<file path="config.mk">
export PLATFORM = sky130hd
export DESIGN_NAME = mem_arb_ctrl
export DESIGN_NICKNAME = d
export VERILOG_FILES = /design/src/rtl/mem_arb_ctrl_pkg.sv /design/src/rtl/mem_arb_ctrl.sv
export SDC_FILE = /design/constraint.sdc
export NUM_CORES = 1
export LEC_CHECK = 0
export CAP_MARGIN = 25
export CELL_PAD_IN_SITES_DETAIL_PLACEMENT = 0
export CELL_PAD_IN_SITES_GLOBAL_PLACEMENT = 1
export CORE_MARGIN = 2
export CORE_UTILIZATION = 28
export CTS_CLUSTER_SIZE = 8
export DETAILED_ROUTE_END_ITERATION = 10
export PLACE_DENSITY_LB_ADDON = 0.1
export SLEW_MARGIN = 30
export SYNTH_ARGS = -nofsm -noshare
export SYNTH_HDL_FRONTEND = slang
export SYNTH_SLANG_ARGS = --single-unit
</file>
<file path="constraint.sdc">
create_clock -name clk -period 2.1 [get_ports clk]
set_clock_uncertainty 0.15 [all_clocks]
set_input_delay 0.21 -clock clk [delete_from_list [all_inputs] [get_ports clk]]
set_output_delay 0.21 -clock clk [all_outputs]
set_load 0.02 [all_outputs]
</file>
<file path="src/rtl/mem_arb_ctrl_pkg.sv">
// ---------------------------------------------------------------------------
// mem_arb_ctrl_pkg
// Shared definitions for the memory arbiter/controller:
//   - state_e        : 2-bit FSM state encoding (IDLE, WR, RD1, RD2)
//   - DEF_DATA_WIDTH : default RAM word width
//   - DEF_ADDR_WIDTH : default RAM address width
// ---------------------------------------------------------------------------
package mem_arb_ctrl_pkg;

    localparam int DEF_DATA_WIDTH = 8;
    localparam int DEF_ADDR_WIDTH = 15;

    typedef enum logic [1:0] {
        ST_IDLE = 2'd0,
        ST_WR   = 2'd1,
        ST_RD1  = 2'd2,
        ST_RD2  = 2'd3
    } state_e;

endpackage : mem_arb_ctrl_pkg

</file>
<file path="src/rtl/mem_arb_ctrl.sv">
// ---------------------------------------------------------------------------
// mem_arb_ctrl
// Arbitrates a single-port-write / dual-port-read RAM between a loader
// (writes) and a compute engine (dual reads). Round-robin grant in IDLE,
// a write occupies WR for one cycle, a read walks RD1 -> RD2 and the RAM
// outputs are captured at the end of RD2.
//
// Ports:
//   clk, rst              : clock, synchronous active-high reset
//   wr_req/wr_addr/wr_data: write request and operands; wr_gnt pulse
//   rd_req/rd_addr_a/b    : dual-read request and addresses; rd_gnt pulse
//   rd_valid/rd_data_a/b  : read result pulse and held read data
//   busy                  : FSM not in IDLE
//   ram_*                 : RAM controls, addresses, write data, read data
// ---------------------------------------------------------------------------
module mem_arb_ctrl
    import mem_arb_ctrl_pkg::*;
#(
    parameter int DATA_WIDTH = DEF_DATA_WIDTH,
    parameter int ADDR_WIDTH = DEF_ADDR_WIDTH
) (
    input  logic                  clk,
    input  logic                  rst,
    input  logic                  wr_req,
    input  logic [ADDR_WIDTH-1:0] wr_addr,
    input  logic [DATA_WIDTH-1:0] wr_data,
    output logic                  wr_gnt,
    input  logic                  rd_req,
    input  logic [ADDR_WIDTH-1:0] rd_addr_a,
    input  logic [ADDR_WIDTH-1:0] rd_addr_b,
    output logic                  rd_gnt,
    output logic                  rd_valid,
    output logic [DATA_WIDTH-1:0] rd_data_a,
    output logic [DATA_WIDTH-1:0] rd_data_b,
    output logic                  busy,
    output logic                  ram_cs,
    output logic                  ram_we,
    output logic                  ram_oe_a,
    output logic                  ram_oe_b,
    output logic [ADDR_WIDTH-1:0] ram_addr_a,
    output logic [ADDR_WIDTH-1:0] ram_addr_b,
    output logic [DATA_WIDTH-1:0] ram_din,
    input  logic [DATA_WIDTH-1:0] ram_dout_a,
    input  logic [DATA_WIDTH-1:0] ram_dout_b
);

    state_e                state_q, state_d;
    // 1: the read side was granted last, so a tie goes to the write side
    logic                  last_rd_q, last_rd_d;
    logic [ADDR_WIDTH-1:0] op_addr_a_q, op_addr_a_d;
    logic [ADDR_WIDTH-1:0] op_addr_b_q, op_addr_b_d;
    logic [DATA_WIDTH-1:0] op_data_q, op_data_d;
    logic [DATA_WIDTH-1:0] rd_data_a_q, rd_data_a_d;
    logic [DATA_WIDTH-1:0] rd_data_b_q, rd_data_b_d;
    logic                  rd_valid_q, rd_valid_d;

    // Next-state, round-robin grant, operand latching and read capture
    always_comb begin
        state_d     = state_q;
        last_rd_d   = last_rd_q;
        op_addr_a_d = op_addr_a_q;
        op_addr_b_d = op_addr_b_q;
        op_data_d   = op_data_q;
        rd_data_a_d = rd_data_a_q;
        rd_data_b_d = rd_data_b_q;
        rd_valid_d  = 1'b0;
        wr_gnt      = 1'b0;
        rd_gnt      = 1'b0;

        case (state_q)
            ST_IDLE: begin
                if (rst) begin
                    // no grant may be issued while reset is applied
                    state_d = ST_IDLE;
                end else if (wr_req && (!rd_req || last_rd_q)) begin
                    wr_gnt      = 1'b1;
                    last_rd_d   = 1'b0;
                    op_addr_a_d = wr_addr;
                    op_addr_b_d = '0;
                    op_data_d   = wr_data;
                    state_d     = ST_WR;
                end else if (rd_req) begin
                    rd_gnt      = 1'b1;
                    last_rd_d   = 1'b1;
                    op_addr_a_d = rd_addr_a;
                    op_addr_b_d = rd_addr_b;
                    op_data_d   = '0;
                    state_d     = ST_RD1;
                end else begin
                    state_d = ST_IDLE;
                end
            end
            ST_WR: begin
                state_d = ST_IDLE;
            end
            ST_RD1: begin
                state_d = ST_RD2;
            end
            ST_RD2: begin
                // RAM data has had RD1 and RD2 to settle; capture at this edge
                rd_data_a_d = ram_dout_a;
                rd_data_b_d = ram_dout_b;
                rd_valid_d  = 1'b1;
                state_d     = ST_IDLE;
            end
            default: begin
                state_d = ST_IDLE;
            end
        endcase
    end

    // RAM control decode from the registered state and operand registers only
    always_comb begin
        ram_cs     = 1'b0;
        ram_we     = 1'b0;
        ram_oe_a   = 1'b0;
        ram_oe_b   = 1'b0;
        ram_addr_a = '0;
        ram_addr_b = '0;
        ram_din    = '0;

        case (state_q)
            ST_WR: begin
                ram_cs     = 1'b1;
                ram_we     = 1'b1;
                ram_addr_a = op_addr_a_q;
                ram_din    = op_data_q;
            end
            ST_RD1, ST_RD2: begin
                ram_cs     = 1'b1;
                ram_oe_a   = 1'b1;
                ram_oe_b   = 1'b1;
                ram_addr_a = op_addr_a_q;
                ram_addr_b = op_addr_b_q;
            end
            default: begin
                ram_cs = 1'b0;
            end
        endcase
    end

    // State and data registers with synchronous reset
    always_ff @(posedge clk) begin
        if (rst) begin
            state_q     <= ST_IDLE;
            last_rd_q   <= 1'b1;
            op_addr_a_q <= '0;
            op_addr_b_q <= '0;
            op_data_q   <= '0;
            rd_data_a_q <= '0;
            rd_data_b_q <= '0;
            rd_valid_q  <= 1'b0;
        end else begin
            state_q     <= state_d;
            last_rd_q   <= last_rd_d;
            op_addr_a_q <= op_addr_a_d;
            op_addr_b_q <= op_addr_b_d;
            op_data_q   <= op_data_d;
            rd_data_a_q <= rd_data_a_d;
            rd_data_b_q <= rd_data_b_d;
            rd_valid_q  <= rd_valid_d;
        end
    end

    assign rd_valid  = rd_valid_q;
    assign rd_data_a = rd_data_a_q;
    assign rd_data_b = rd_data_b_q;
    assign busy      = (state_q != ST_IDLE);

endmodule : mem_arb_ctrl
</file>
==> results of run 1 <==
==> area by class of cell <==
class                           instances  area, sq um  share of cell area, %
Clock inverter                          4         97.6                   2.29
Inverter                                2         7.51                  0.176
Tap cell                              108          135                   3.18
Sequential cell                        58         1160                   27.3
Clock buffer                           12          155                   3.65
Multi-Input combinational cell        189         1200                   28.2
Timing Repair Buffer                  156         1500                   35.2
==> through the flow <==
stage	instances	area (sq um)	setup TNS, ns	hold slack (ns)	util [%]
finish	529	4260	0	0.268	48.8
global placement	512	4020	-0.0729	0.292	46.1
detailed placement	512	4020	-0.0877	0.297	46.1
global route	529	4260	0	0.270	48.8
floorplan	278	2520	0	0.193	-
CTS	529	4260	0	0.252	48.8
==> layer usage <==
layer	global-route usage (%)	part of all wire, %	up-vias
li1	-	-	1247
met1	20.0	46	1140
met2	25.2	47	75
met3	2.77	4.8	10
met4	7.48	1.8	0
met5	0	0	-
==> cells by family after synthesis <==
kind of cell	share of synthesized area, %
buffers and inverters	6.41
flip-flops	46.1
AO/OA/AOI/OAI	25.9
AND/OR/NAND/NOR	21.5
==> tightest hold or removal path, cell delays in order <==
cell             delay, ns
clkdlybuf4s50_1       0.39
nand2_1               0.05
a21oi_1               0.05
==> worst max-delay path by stage <==
stage / slack, ns / cells after the start / end
3_5_place_dp: -0.06 / 4 / wr_gnt
6_report: 0.09 / 4 / ram_cs
2_1_floorplan: 0.40 / 5 / ram_addr_a[10]
4_1_cts: 0.03 / 3 / ram_we
3_3_place_gp: -0.05 / 4 / wr_gnt
5_1_grt: 0.02 / 4 / ram_cs
==> repair_timing <==
item	in CTS	in global routing
gates cloned	0	0
hold buffers	1	0
endpoints found under the hold margin	3	0
resized for setup	28	3
pin swaps	0	0
setup endpoints to repair	27	2
==> placed cells by master (no fill, tap or decap), types with 2 or more instances in the layout <==
cell and n:
a311oi_1 5, dfxtp_1 57, buf_12 2, a311oi_2 10, a21oi_1 33, clkdlybuf4s50_1 107, nor2_1 2, nand2b_1 3
and2_1 39, a22o_1 23, dlygate4sd2_1 24, buf_4 19, o21ai_0 15, bufinv_16 3, and3_1 2, nand2_1 34
nand3_1 15, clkbuf_8 11, inv_1 2
==> flip-flops by register name, summed over array words and instances (netlist names) <==
register	cells
op_data_q	8
rd_valid	1
op_addr_b_q	15
state_q	2
rd_data_b	8
last_rd_q	1
rd_data_a	8
op_addr_a_q	15
==> power by group through the flow <==
stage	combinational [W]	clock, W	sequential, W
floorplan	0.000439	0	0.00127
global placement	0.000827	0	0.00127
detailed placement	0.000827	0	0.00127
CTS	0.000807	0.00134	0.00125
global route	0.000857	0.00138	0.00126
finish	0.000793	0.00130	0.00125
==> results by group, run 1 <==
Run status
  – Status: finished clean

Critical path
  – Crit Path Category: reg2out
  – CP startpoint: state_q[0]$_SDFF_PP0_
  – Crit path required time: 1.74 ns
  – Crit Path Max Fanout: 7
  – CP endpoint kind: output pin
  – Arr. time, crit path: 1.65 ns
  – Reg2reg path depth: 4
  – Largest stage delay on the critical path: 0.60 ns
  – R2R setup slack: 0.58 ns
  – Crit path max-delay family: buffers and inverters
  – FF-to-FF End: rd_data_a[2]$_SDFFE_PP0P_
  – Critical-path cell list: nor2_4 > inv_1 > buf_4 > clkdlybuf4s50_1
  – Crit path max-delay cell type: clkdlybuf4s50_1
  – CP bufs+invs: 3
  – CP Launch Type: register
  – Worst R2R Start: state_q[1]$_SDFF_PP0_

STA
  – RSZ-0062 raised after global routing: false
  – Final Hold Fails: 0
  – Fin. max-slew vios: 0
  – Rel. slew slack: 60.4%
  – Period utilisation layout: 95.6%
  – Final Worst Setup Slack: 0.0925 ns
  – Final min period: 2.01 ns
  – FMAX: 498 MHz
  – Worst slew pin tran: 0.595 ns
  – # setup viols final: 0

Logic synthesis
  – Ys flop type: dfxtp_1
  – Synth Warn #: 0
  – Share of the synthesized area in the top cell type: 46.1%
  – Number of synthesized register bits: 58
  – Mapped Cells: 278
  – Cell with the most instances after synthesis: dfxtp_1
  – Synth cell count leaders: 58 x dfxtp_1, 39 x and2_1, 34 x nand2_1, 33 x a21oi_1, 23 x a22o_1
  – Synth area leader: dfxtp_1
  – Seq/Total Area, Yosys: 46.1%
  – Syn nets: 351
  – Post-Syn Area: 2520 sq um
  – Asr flop ratio synth: 0%
  – Synth cell types: 25
  – Mapped Avg Cell Area: 9.05 sq um
  – Most area-consuming cells after synthesis: dfxtp_1 46%, and2_1 9.7%, a22o_1 8.0%, a21oi_1 6.6%, a311oi_2 6.0%
  – EDFF count, synth: 0

Route
  – Post-DRT Antenna Nets: 0
  – Via-to-Cell Ratio: 4.67
  – Final WL: 7.62 mm
  – Iter 0 DRT Violations: 53
  – 1st-pass router iterations: 4
  – Routed len/inst: 14.4 um
  – DR vias: 2472
  – Drt drc: 0

Power
  – Sw Ratio: 26.6%
  – Flop pwr share: 37.4%
  – Part of the power in the clock network: 39.0%
  – Comb pwr share: 23.7%
  – Maximum VDD drop: 328 uV
  – Sw Pwr: 0.000890 W
  – Internal Power: 0.00246 W
  – Leak pwr: 1.72 nW
  – Pwr Total: 0.00335 W
  – PD cells: 786 nW/um^2

CTS
  – Worst-skew pair later-pin latency: 0.33 ns
  – Clock sinks: 58
  – CTS tree: built
  – Total setup buffers inserted after CTS: 0
  – CTS clk-pin slew, worst paths: 0.07 ns
  – CTS Root Cell: clkbuf_8
  – H-tree level count: 3
  – CTS Buf Count: 9
  – Maximum buffer depth of the clock tree: 2

Cells and area
  – Fill cell count: 856
  – Layout area overhead: 69.1%
  – Final nets: 489
  – Layout cell share with drive strength beyond 1: 12.6%
  – Antenna Cells: 0

Die
  – Io pins: 135
  – Chip width: 98.8 um
  – Die ar.: 9760 sq um
  – Core ar.: 8720 sq um
  – FP Rows: 34
  – Chip height: 98.8 um
  – Initial core utilization: 28.9%

Worst hold path
  – Hold Crit Start: ram_dout_b[7]
  – Hold endpoint: rd_data_b[7]$_SDFFE_PP0P_
  – WHS Path Cells: 3
  – Hold Crit Class: in2reg

GRT
  – Total grt overflow: 0
  – Total track usage: 15.6%
  – Largest net degree at the start of global routing: 24
  – First-pass GRT wire length: 12.3 mm
  – Initial antenna violation count: 0
  – Vias in the first global route: 2486

Place
  – DP HPWL: 5.44 mm
  – Port bufs: 134
  – Pre-CTS setup slack: -0.0585 ns
  – GP Congestion: 0.721

Job
  – Max-cap violation count: 0
Power figures use the tool's default switching activity.
==> run 2: changes to the inputs <==
CORE_ASPECT_RATIO = 0.5   (was default)
MAX_ROUTING_LAYER = met4   (was default)
==> results by group, run 2 (synthesis gave the netlist of run 1 again) <==
STA
  – Final Hold Fails: 0
  – Period utilisation layout: 94.6%
  – RSZ-0062 raised after global routing: false
  – Rel. slew slack: 63.1%
  – Worst slew pin tran: 0.553 ns
  – Final min period: 1.99 ns
  – # setup viols final: 0
  – Fin. max-slew vios: 0
  – Final Worst Setup Slack: 0.113 ns
  – FMAX: 503 MHz

CTS
  – CTS Buf Count: 9
  – CTS clk-pin slew, worst paths: 0.05 ns
  – Total setup buffers inserted after CTS: 0
  – Clock sinks: 58
  – CTS tree: built
  – CTS Root Cell: clkbuf_16
  – Worst-skew pair later-pin latency: 0.32 ns
  – Maximum buffer depth of the clock tree: 2
  – H-tree level count: 3

Critical path
  – Crit path max-delay cell type: clkdlybuf4s50_1
  – Crit Path Category: reg2out
  – Crit path max-delay family: buffers and inverters
  – Arr. time, crit path: 1.63 ns
  – Crit path required time: 1.74 ns
  – CP bufs+invs: 2
  – Critical-path cell list: buf_4 > and2_1 > clkdlybuf4s50_1
  – Crit Path Max Fanout: 12
  – Largest stage delay on the critical path: 0.60 ns
  – CP Launch Type: register
  – CP endpoint kind: output pin

Route
  – Final WL: 7.70 mm
  – Drt drc: 0
  – Routed len/inst: 14.3 um
  – 1st-pass router iterations: 4
  – Post-DRT Antenna Nets: 0
  – DR vias: 2490
  – Iter 0 DRT Violations: 106
  – Via-to-Cell Ratio: 4.63

Die
  – Chip width: 138 um
  – Core ar.: 8710 sq um
  – Die ar.: 9810 sq um
  – FP Rows: 24
  – Io pins: 135
  – Initial core utilization: 28.9%
  – Chip height: 71.0 um

Cells and area
  – Leading cell type in the layout, fill and taps excluded: clkdlybuf4s50_1
  – Final nets: 489
  – Fill cell count: 849
  – Layout cell share with drive strength beyond 1: 12.8%
  – Most frequent cells in the layout: 104 x clkdlybuf4s50_1, 56 x dfxtp_1, 39 x and2_1
  – Antenna Cells: 0
  – Layout area overhead: 71.6%
  – Final design utilization: 49.6%
  – Largest regs: op_addr_a_q: 15 flops, op_addr_b_q: 15 flops

GRT
  – Initial antenna violation count: 0
  – Largest net degree at the start of global routing: 25
  – Total grt overflow: 0
  – Vias in the first global route: 2533
  – First-pass GRT wire length: 12.9 mm
  – Total track usage: 16.8%

Job
  – Max-cap violation count: 0

Power
  – Leak pwr: 1.80 nW
  – PD cells: 813 nW/um^2
  – Maximum VDD drop: 459 uV

Worst hold path
  – Hold Crit Class: in2reg

Place
  – Port bufs: 134
  – DP HPWL: 5.69 mm
  – GP Congestion: 0.785
  – Pre-CTS setup slack: -0.162 ns

Run status
  – Status: finished clean
-- run 2: cell types whose count changed in the layout (fill, tap and decap cells not counted), moves of 2 or more --
cell,change
clkbuf_16,+9
bufinv_16,-2
clkbuf_8,-9
buf_4,+2
dlymetal6s2s_1,+3
clkdlybuf4s50_1,-3
-- run 2: area by class of cell --
type | instances | area [sq um] | share of cell area (%)
Timing Repair Buffer | 156 | 1490 | 34.6
Sequential cell | 58 | 1160 | 26.9
Clock inverter | 4 | 50.0 | 1.16
Inverter | 2 | 7.51 | 0.174
Multi-Input combinational cell | 189 | 1200 | 27.8
Tap cell | 117 | 146 | 3.39
Clock buffer | 12 | 256 | 5.94
-- run 2: routing by layer --
layer	track usage [%]	vias to the layer above	share of wire, %
met5	-	-	0
met4	3.40	0	0.77
met3	6.09	8	6.4
met2	24.9	92	43
met1	22.3	1139	50
li1	-	1251	-
-- run 2: report_power, final --
group / leakage, nW / switching (W) / internal [W] / total [W]
registers: 0.475 / 0.0000493 / 0.00120 / 0.00125
logic: 1.18 / 0.000397 / 0.000403 / 0.000799
clock network: 0.145 / 0.000484 / 0.000979 / 0.00146
-- run 2: metrics by stage --
stage / power, W / cell area [sq um] / hold WS [ns] / TNS (ns) / std cells
after global placement: 0.00209 / 4020 / 0.293 / -0.201 / 522
after detailed placement: 0.00209 / 4020 / 0.296 / -0.210 / 522
after global routing: 0.00370 / 4320 / 0.0848 / 0 / 538
after CTS: 0.00356 / 4310 / 0.0584 / 0 / 538
after floorplan: 0.00171 / 2520 / 0.193 / 0 / 278
final: 0.00351 / 4320 / 0.0591 / 0 / 538
-- run 2: worst paths after layout --
path | depth (start not counted) | end | startpoint | slack [ns]
setup / recovery | 3 | ram_addr_b[8] | state_q[1]$_SDFF_PP0_ | 0.11
setup reg to reg | 4 | rd_data_a[0]$_SDFFE_PP0P_ | state_q[1]$_SDFF_PP0_ | 0.61
hold / removal | 4 | state_q[1]$_SDFF_PP0_ | rst | 0.06
hold reg to reg | 2 | rd_data_a[5]$_SDFFE_PP0P_ | rd_data_a[5]$_SDFFE_PP0P_ | 0.30
-- run 2: timing repair --
action | 4_1_cts | 5_1_grt
hold endpoints to repair | 0 | 0
setup endpoints to repair | 27 | 16
hold buffers | 0 | 0
resized for setup | 28 | 5
-- run 2: worst register-to-register path, cell delays in order (launching register included) --
cell	delay [ns]
dfxtp_2	0.38
buf_4	0.15
and2_1	0.48
nand2_1	0.12
a21oi_1	0.14
